<file path="config.mk">
export PLATFORM = sky130hd
export DESIGN_NAME = control_sequencer
export DESIGN_NICKNAME = d
export VERILOG_FILES = /design/src/rtl/control_pkg.sv /design/src/rtl/instr_fifo.sv /design/src/rtl/control_sequencer.sv
export SDC_FILE = /design/constraint.sdc
export NUM_CORES = 1
export LEC_CHECK = 0
export ABC_AREA = 1
export CORE_AREA = 3 3 115 106
export CTS_BUF_LIST = sky130_fd_sc_hd__clkbuf_8
export DETAILED_ROUTE_END_ITERATION = 8
export DIE_AREA = 0 0 118 109
export GPL_TIMING_DRIVEN = 0
export SLEW_MARGIN = 10
export SYNTH_ARGS = -nofsm -noshare
export SYNTH_HDL_FRONTEND = slang
export SYNTH_SLANG_ARGS = --single-unit
</file>
<file path="constraint.sdc">
create_clock -name clk -period 4.8 [get_ports clk]
set_input_delay 1.2 -clock clk [delete_from_list [all_inputs] [get_ports clk]]
set_output_delay 1.2 -clock clk [all_outputs]
set_load 0.01 [all_outputs]
</file>
<file path="src/rtl/control_pkg.sv">
// Shared state type and instruction-field helpers for the control sequencer.
package control_pkg;

  typedef enum logic {IDLE, RUN} seq_state_e;

  function automatic int nn_start_pos(input int act_w);
    return act_w;
  endfunction

  function automatic int load_inputs_pos(input int act_w);
    return act_w + 1;
  endfunction

  function automatic int load_weights_pos(input int act_w);
    return act_w + 2;
  endfunction

  function automatic int load_bias_pos(input int act_w);
    return act_w + 3;
  endfunction

  function automatic int repeat_pos(input int act_w);
    return act_w + 4;
  endfunction

  function automatic int instr_width(input int act_w, input int cnt_w);
    return act_w + 4 + cnt_w;
  endfunction

  // Builds an instruction word from its fields; unused upper bits stay zero.
  function automatic logic [31:0] pack_instr(input int act_w, input int cnt_w, input int act,
                                             input logic nn, input logic li, input logic lw,
                                             input logic lb, input int rep);
    logic [31:0] w;
    w = 32'(act) & ((32'd1 << act_w) - 32'd1);
    w[nn_start_pos(act_w)] = nn;
    w[load_inputs_pos(act_w)] = li;
    w[load_weights_pos(act_w)] = lw;
    w[load_bias_pos(act_w)] = lb;
    w = w | ((32'(rep) & ((32'd1 << cnt_w) - 32'd1)) << repeat_pos(act_w));
    return w;
  endfunction

endpackage

</file>
<file path="src/rtl/instr_fifo.sv">
// Instruction FIFO; occupancy is tracked by a count register so full/empty
// never depend on pointer comparison.
module instr_fifo #(
  parameter int WIDTH = 10,
  parameter int DEPTH = 4,
  localparam int CW = $clog2(DEPTH + 1)
) (
  input  logic             clk,
  input  logic             rst,
  input  logic             push,
  input  logic             pop,
  input  logic             flush,
  input  logic [WIDTH-1:0] wr_data,
  output logic [WIDTH-1:0] rd_data,
  output logic             full,
  output logic             empty,
  output logic [CW-1:0]    count
);

  localparam int PTR_W = (DEPTH > 1) ? $clog2(DEPTH) : 1;

  logic [WIDTH-1:0] mem [DEPTH];
  logic [PTR_W-1:0] wr_ptr, rd_ptr;
  logic             do_push, do_pop;

  assign full    = (count == CW'(DEPTH));
  assign empty   = (count == '0);
  assign do_push = push & ~full & ~flush;
  assign do_pop  = pop & ~empty & ~flush;
  assign rd_data = mem[rd_ptr];

  // Pointers wrap naturally because DEPTH is a power of two.
  always_ff @(posedge clk or negedge rst) begin
    if (!rst) begin
      wr_ptr <= '0;
      rd_ptr <= '0;
      count  <= '0;
    end else if (flush) begin
      wr_ptr <= '0;
      rd_ptr <= '0;
      count  <= '0;
    end else begin
      if (do_push) wr_ptr <= wr_ptr + 1'b1;
      if (do_pop)  rd_ptr <= rd_ptr + 1'b1;
      case ({do_push, do_pop})
        2'b10:   count <= count + 1'b1;
        2'b01:   count <= count - 1'b1;
        default: count <= count;
      endcase
    end
  end

  always_ff @(posedge clk) begin
    if (do_push) mem[wr_ptr] <= wr_data;
  end

endmodule

</file>
<file path="src/rtl/control_sequencer.sv">
// Queued control sequencer: pops instructions from a FIFO and drives registered
// control strobes for repeat+1 unstalled cycles each.
module control_sequencer
  import control_pkg::*;
#(
  parameter int ACT_W = 2,
  parameter int CNT_W = 4,
  parameter int DEPTH = 4,
  localparam int INSTR_W = ACT_W + 4 + CNT_W,
  localparam int FC_W = $clog2(DEPTH + 1)
) (
  input  logic               clk,
  input  logic               rst,
  input  logic [INSTR_W-1:0] instr,
  input  logic               instr_valid,
  output logic               instr_ready,
  input  logic               stall,
  input  logic               abort,
  output logic [ACT_W-1:0]   activation_datapath,
  output logic               nn_start,
  output logic               load_inputs,
  output logic               load_weights,
  output logic               load_bias,
  output logic               busy,
  output logic               seq_done,
  output logic [FC_W-1:0]    fifo_count
);

  localparam int CTRL_W  = ACT_W + 4;
  localparam int REP_LSB = repeat_pos(ACT_W);
  localparam int NN_POS  = nn_start_pos(ACT_W);
  localparam int LI_POS  = load_inputs_pos(ACT_W);
  localparam int LW_POS  = load_weights_pos(ACT_W);
  localparam int LB_POS  = load_bias_pos(ACT_W);

  seq_state_e        state_q, state_d;
  logic [CNT_W-1:0]  cnt_q, cnt_d;
  logic [CTRL_W-1:0] cur_q, cur_d, out_q, out_d;
  logic              done_q, done_d;
  logic [INSTR_W-1:0] head;
  logic              full, empty, push, pop;

  assign instr_ready = ~full;
  assign push        = instr_valid & ~full & ~abort;

  instr_fifo #(.WIDTH(INSTR_W), .DEPTH(DEPTH)) u_fifo (
    .clk     (clk),
    .rst     (rst),
    .push    (push),
    .pop     (pop),
    .flush   (abort),
    .wr_data (instr),
    .rd_data (head),
    .full    (full),
    .empty   (empty),
    .count   (fifo_count)
  );

  // Outputs default to zero so a stall edge produces a bubble while the
  // held instruction (cur_q) and remaining count stay frozen.
  always_comb begin
    state_d = state_q;
    cnt_d   = cnt_q;
    cur_d   = cur_q;
    out_d   = '0;
    done_d  = 1'b0;
    pop     = 1'b0;
    if (abort) begin
      state_d = IDLE;
      cnt_d   = '0;
    end else if (!stall) begin
      if (state_q == RUN && cnt_q != '0) begin
        cnt_d = cnt_q - 1'b1;
        out_d = cur_q;
      end else if (!empty) begin
        pop     = 1'b1;
        cur_d   = head[CTRL_W-1:0];
        cnt_d   = head[REP_LSB +: CNT_W];
        out_d   = head[CTRL_W-1:0];
        state_d = RUN;
      end else if (state_q == RUN) begin
        state_d = IDLE;
        done_d  = 1'b1;
      end
    end
  end

  always_ff @(posedge clk or negedge rst) begin
    if (!rst) begin
      state_q <= IDLE;
      cnt_q   <= '0;
      cur_q   <= '0;
      out_q   <= '0;
      done_q  <= 1'b0;
    end else begin
      state_q <= state_d;
      cnt_q   <= cnt_d;
      cur_q   <= cur_d;
      out_q   <= out_d;
      done_q  <= done_d;
    end
  end

  assign activation_datapath = out_q[ACT_W-1:0];
  assign nn_start            = out_q[NN_POS];
  assign load_inputs         = out_q[LI_POS];
  assign load_weights        = out_q[LW_POS];
  assign load_bias           = out_q[LB_POS];
  assign seq_done            = done_q;
  assign busy                = (state_q == RUN) | ~empty;

endmodule

</file>
Yosys cells after proc, flatten, opt, wreduce, memory -nomap -nowiden
Memories as Yosys holds them, arrays and structs flattened.
Index checks and enable logic that the tools add are counted.
{ "totals": {"mem_count": 1, "inputBits": 15, "out_inout_bits": 12, "word_cells": 69, "ram_bits": 40, "regBits": 25} }
{ "classes": {"n_eq_ne": 6, "muxes": 28, "reduce_logical": 9, "n_addsub": 5, "n_bitwise": 12} }
{ "memory_table": {"columns": ["memory", "depth", "width", "rd", "rd_clocked_by_memory_dff", "write_ports", "line_no", "source"], "rows": [
  ["u_fifo.mem", 4, 10, 1, 0, 1, "instr_fifo.sv:22", "logic [WIDTH-1:0] mem [DEPTH];"]
]} }
{ "ops": {"columns": ["operator", "n"], "rows": [
  ["two-way mux 6 bit", 4],
  ["two-way mux 4 bit", 4],
  ["two-way mux 1 bit", 14],
  ["two-way mux 2 bit", 4],
  ["AND 1 bit", 6],
  ["case mux 3 bit (2 select lines)", 1],
  ["inverter 1 bit", 5],
  ["adder 2 x 1 -> 2 bit (second input constant)", 2],
  ["AND reduction 2 bit", 2],
  ["AND reduction 4 bit", 1],
  ["nonzero test 2 bit", 2],
  ["nonzero test 4 bit", 1],
  ["subtractor 4 x 1 -> 4 bit (second input constant)", 1],
  ["adder 3 x 1 -> 3 bit (second input constant)", 1],
  ["equality test 3 bit (second input constant)", 1],
  ["logical NOT 3 bit", 1],
  ["two-way mux 3 bit", 1],
  ["!= test 3 x 2 -> 1 bit (second input constant)", 1],
  ["nonzero test 3 bit", 1],
  ["subtractor 3 x 1 -> 3 bit (second input constant)", 1],
  ["equality test 2 x 1 -> 1 bit (second input constant)", 1],
  ["equality test 2 bit (second input constant)", 1],
  ["!= test 2 x 1 -> 1 bit (second input constant)", 1],
  ["!= test 2 bit (second input constant)", 1],
  ["2 further kinds", 2]
]} }

Depth between registers and ports, before layout
{ "depth": {"depth_word": 10, "ltp_mapped": 14, "ltp_nobuf": 14} }

Cells and area by module
A second synthesis with hierarchy kept.
{ "unflattened": {"hier_cells": 263, "hier_area_um2": 2870.3} }
{ "by_module_without_submodules": {"columns": ["module", "seq_area_each_um2", "n_inst", "area_each_um2", "cells_per_inst"], "rows": [
  ["instr_fifo", 1376.3, 1, 1990.7, 163],
  ["control_sequencer", 450.4, 1, 879.6, 100]
]} }

Worst setup path after synthesis
OpenSTA, ideal clock, no wires.
{ "synth_timing": {"kind": "input to register", "startpoint": "input port abort", "endpoint": "register u_fifo.count[2]", "setup_ps": 116, "setup_slack_ps": 2302, "cell_stages": 11, "required_ps": 4684, "n_path_buf": 0, "arrival_time_ps": 2382, "path_cell_list": "inv_4 > nand3_2 > nand3_2 > inv_1 > fa_1 > xor2_1 > nand4_1 > nand2_1 > inv_1 > nand2_1 > nand2_1"} }
{ "synth_via": {"elab_chain_cells": 7, "elab_cells_between_ends": 12, "cone_classes": "eq/ne (2); mux (3); bitwise (6); reduce/logical (1)"} }
{ "synth_rtl": {"columns": ["element", "line_no", "source"], "rows": [
  ["from (decl)", "control_sequencer.sv:18", "input logic abort,"],
  ["inverter 1 bit (no line)", null, null],
  ["AND 1 bit", "control_sequencer.sv:44", "assign push = instr_valid & ~full & ~abort;"],
  ["AND 1 bit (2 in a row)", "instr_fifo.sv:28", "assign do_push = push & ~full & ~flush;"],
  ["equality test 2 x 1 -> 1 bit / equality test 2 bit (equally long branches)", "instr_fifo.sv:45", "case ({do_push, do_pop})"],
  ["case mux 3 bit (2 select lines)", "instr_fifo.sv:45", null],
  ["two-way mux 3 bit", "instr_fifo.sv:38", "end else if (flush) begin"],
  ["to (signal assigned)", "instr_fifo.sv:46", "2'b10: count <= count + 1'b1;"],
  ["to (signal assigned)", "instr_fifo.sv:47", "2'b01: count <= count - 1'b1;"],
  ["to (signal assigned)", "instr_fifo.sv:48", "default: count <= count;"],
  ["to (decl)", "instr_fifo.sv:17", "output logic [CW-1:0] count"]
]} }
Parallel ways exist; a longest one is shown, timed or not.
A chain may end at the register's enable or synchronous reset.

Worst setup path in the final report
{ "layout_timing": {"startpoint": "register u_fifo.count[1]", "endpoint": "output port busy"} }
{ "layout_via": {"elab_chain_cells": 3} }
{ "layout_rtl": {"columns": ["element", "line_no", "source"], "rows": [
  ["logical NOT 3 bit", "instr_fifo.sv:27", "assign empty = (count == '0);"],
  ["inverter 1 bit (no line)", null, null],
  ["bitwise OR 1 bit", "control_sequencer.sv:110", "assign busy = (state_q == RUN) | ~empty;"],
  ["to (decl)", "control_sequencer.sv:24", "output logic busy,"]
]} }
Every way passes these cells.

==> parameters.txt <==
Parameter                              Value

Cells and area
  Final #Nets ... ~310
  Synthesis-to-finish area growth ... 23.5%
  Most common cell after layout, fill and taps aside ... sky130_fd_sc_hd__nand2_1
  Fraction of final layout cells with drive strength greater than 1 ... 12.2%
  Fin util ... between 30% and 40%
  Filler cell count in the final layout ... approximately 1100
  Top library cells by usage in the layout, fill and taps aside ... sky130_fd_sc_hd__nand2_1 (54), sky130_fd_sc_hd__edfxtp_1 (40), sky130_fd_sc_hd__dfrtp_1 (25), sky130_fd_sc_hd__clkdlybuf4s50_1 (25)
  Total inserted antenna cells ... 0

Pwr
  Pwr dens ... ~510 nW/um2
  Maximum vdd drop ... about 120 uV
  Cell-internal power ... roughly 1200 uW
  Relative contribution of the clock network to total power ... 27.4%
  Leakage component of the power ... 0.00137 uW
  Switching part of the total ... roughly 34%
  Switching power of the nets ... roughly 590 uW
  Proportion of power drawn by flip-flops and latches ... a little over two fifths
  Fraction of power consumed by combinational cells ... 29.8%

Floorplanning
  Initial cell density of the core ... 25.2%
  I/O pin cnt ... 27
  Area of the core ... about 11000 um2
  DIE HEIGHT ... approximately 110 um
  Horizontal die dimension ... around 120 um
  Cell row count ... 36
  DIE AREA ... ~13000 um2

Drt
  Average via count per standard cell ... 4.02
  Post-route DRC ... 0
  Initial drt markers ... 88
  Count of TritonRoute iterations in the first routing pass ... 4
  Antenna-violating nets left ... 0
  Number of vias after detailed routing ... ~1800
  Total wire length ... around 5400 um
  Average wire per standard cell ... between 10 and 15 um

STA
  Slew Limit Fails ... 0
  Worst Max-Slew Pin Slew ... about 970 ps
  Worst Setup Slack, final ... 1690 ps
  Maximum clock frequency ... 0.322 GHz
  RSZ-0062 raised after global routing ... no
  Final critical delay including setup and external delays ... approximately 3100 ps
  Final Hold Viols ... 0
  Worst max-slew margin expressed relative to the limit ... a little over a third
  Worst Clk Skew ... roughly 8 ps
  Crit share post-route ... roughly two thirds
  Worst hold margin ... approximately 500 ps
  Setup TNS ... 0 ps
  Final setup vio count ... 0

Clock tree
  CTS clk-pin slew, worst paths ... ~70 ps
  Hold_buf cts ... 0
  Worst-Skew Late Latency ... roughly 350 ps
  Root buffer cell ... sky130_fd_sc_hd__clkbuf_8
  Clock buffers created by TritonCTS ... 9
  Deepest clock path buffer count ... 2
  Count of cells resized by post-cts repair ... 0
  Buffer count from post-CTS setup fixing ... 0
  CTS H-tree depth ... 3
  Clk sinks ... 65
  TritonCTS clock tree ... built

Synth
  Sequential element share of the synthesized area ... between 60% and 70%
  Instance count of the mapped netlist ... between 200 and 300
  Syn. warnings ... 0
  Post-Synthesis Net Count ... 276
  Unique masters post-synth ... 26
  Register bit count reported by yosys ... 65
  Mean post-synth cell area ... roughly 11 um2
  Post-Syn Area ... between 2000 and 3000 um2

Worst setup path
  Worst-path cell with the longest stage delay ... sky130_fd_sc_hd__clkdlybuf4s50_1
  CP Cell Sequence ... nor2_2 > nand2_1 > or2_2 > clkdlybuf4s50_1
  Worst setup path category ... flip-flop to output pin
  CP Data Arrival Time ... about 1900 ps
  Crit path buf inv count ... 1
  Critical Path Sink Type ... output pin
  Element type at the critical path start ... flip-flop
  Kind of cell with the highest combined delay on the critical path ... simple AND/OR/NAND/NOR gates
  Largest fanout of any net on the critical path ... 4
  Critical path's largest stage delay ... 480 ps
  Worst Path Required ... around 3600 ps

Place
  Post-DP HPWL ... between 3000 and 4000 um
  Port Buf Inserts ... 26
  Setup slack at placement ... roughly 1500 ps
  Final weighted congestion in routability-driven placement ... between 0.8 and 0.9

Run status
  Outcome ... finished clean

Run
  Number of maximum-capacitance violations ... 0

Global routing
  Vias in the first global route ... about 1800
  Global-route wire length before repair ... 8890 um
  Maximum number of pins on one net before global-route repair ... 26
  Sum of overflow across all layers after global routing ... 0
  Initial antenna violation count ... 0
  Total Routing Usage GR ... under 10%

Min path
  Hold Path Class ... flip-flop to flip-flop
[cells by family after synthesis]
logic type               Yosys count  synth area share, %
AO/OA/AOI/OAI                     49                 9.71
AND/OR/NAND/NOR                   97                 14.9
adder cells (fa/ha/maj)            7                 3.45
flip-flops                        65                 66.3
buffers and inverters             34                 5.04
XOR/XNOR                           2                0.636
[synthesized netlist by cell type]
cell type,n,area (um2)
sky130_fd_sc_hd__a21oi_1,6,30.0
sky130_fd_sc_hd__a21oi_2,1,8.76
sky130_fd_sc_hd__a21oi_4,1,16.3
sky130_fd_sc_hd__buf_2,1,5.00
sky130_fd_sc_hd__buf_6,1,11.3
sky130_fd_sc_hd__clkbuf_1,5,18.8
sky130_fd_sc_hd__dfrtp_1,25,626
sky130_fd_sc_hd__edfxtp_1,40,1200
sky130_fd_sc_hd__fa_1,1,20.0
sky130_fd_sc_hd__ha_1,6,75.1
sky130_fd_sc_hd__inv_1,19,71.3
sky130_fd_sc_hd__inv_2,7,26.3
sky130_fd_sc_hd__inv_4,1,6.26
sky130_fd_sc_hd__nand2_1,54,203
sky130_fd_sc_hd__nand2_2,4,25.0
sky130_fd_sc_hd__nand3_1,12,60.1
sky130_fd_sc_hd__nand3_2,2,20.0
sky130_fd_sc_hd__nand4_1,1,6.26
sky130_fd_sc_hd__nor2_1,21,78.8
sky130_fd_sc_hd__nor2_2,1,6.26
sky130_fd_sc_hd__nor3_1,1,5.00
sky130_fd_sc_hd__o21ai_0,14,70.1
sky130_fd_sc_hd__o21ai_1,21,105
sky130_fd_sc_hd__o22ai_1,6,37.5
sky130_fd_sc_hd__or2_2,1,6.26
sky130_fd_sc_hd__xor2_1,2,17.5
[routing by layer]
layer / up-vias / share of wire (%) / track usage, %
met2: 28 / 48 / 14.7
met3: 9 / 3.7 / 2.49
met1: 833 / 46 / 11.2
met4: 0 / 2.3 / 5.61
li1: 929 / - / -
met5: - / 0 / 0
[layout make-up]
cell class              count  area [um2]  area share, %
plain buffers               7        35.0           1.03
clock buffers              10         138           4.04
clock inverters             6        65.1           1.91
inverters                  27         104           3.05
multi-input cells         155         791           23.2
flip-flops and latches     65        1830           53.7
well taps                 152         190           5.59
repair buffers             26         255           7.50
[power by group through the flow]
stage	clock (uW)	sequential, uW	combinational [uW]
final	478	745	520
after global routing	517	758	597
after floorplan	0	757	337
after global placement	0	755	518
after detailed placement	0	758	526
after CTS	491	747	528
[state kept, by name, indices dropped and copies added, names as in the netlist]
register,count
cnt_q,4
state_q,1
seq_done,1
out_q,6
u_fifo.mem,40
u_fifo.count,3
u_fifo.wr_ptr,2
cur_q,6
u_fifo.rd_ptr,2
[per-stage QoR]
step / instance area [um2] / cells / total power, uW
global placement: 3210 / 432 / 1270
global route: 3400 / 448 / 1870
floorplan: 2760 / 254 / 1090
detailed placement: 3210 / 432 / 1280
CTS: 3410 / 448 / 1770
finish: 3400 / 448 / 1740
[worst paths after layout]
path	to	depth (start not counted)	slack, ps	from
max	busy	4	1690	u_fifo.count[1]
min	cnt_q[1]	2	490	cnt_q[1]
max reg2reg	u_fifo.count[2]	13	2720	cnt_q[0]
min reg2reg	cnt_q[1]	2	490	cnt_q[1]
max in group asynchronous	cur_q[0]	1	3600	rst
min in group asynchronous	out_q[0]	1	830	rst
[worst min-delay path, delay by kind of cell (launching register included)]
family,cells,cell delay (ps)
DFF,1,340
and+or+nand+nor,1,50
AOI/OAI and AO/OA,1,60
(Power assumes the default switching activity.)
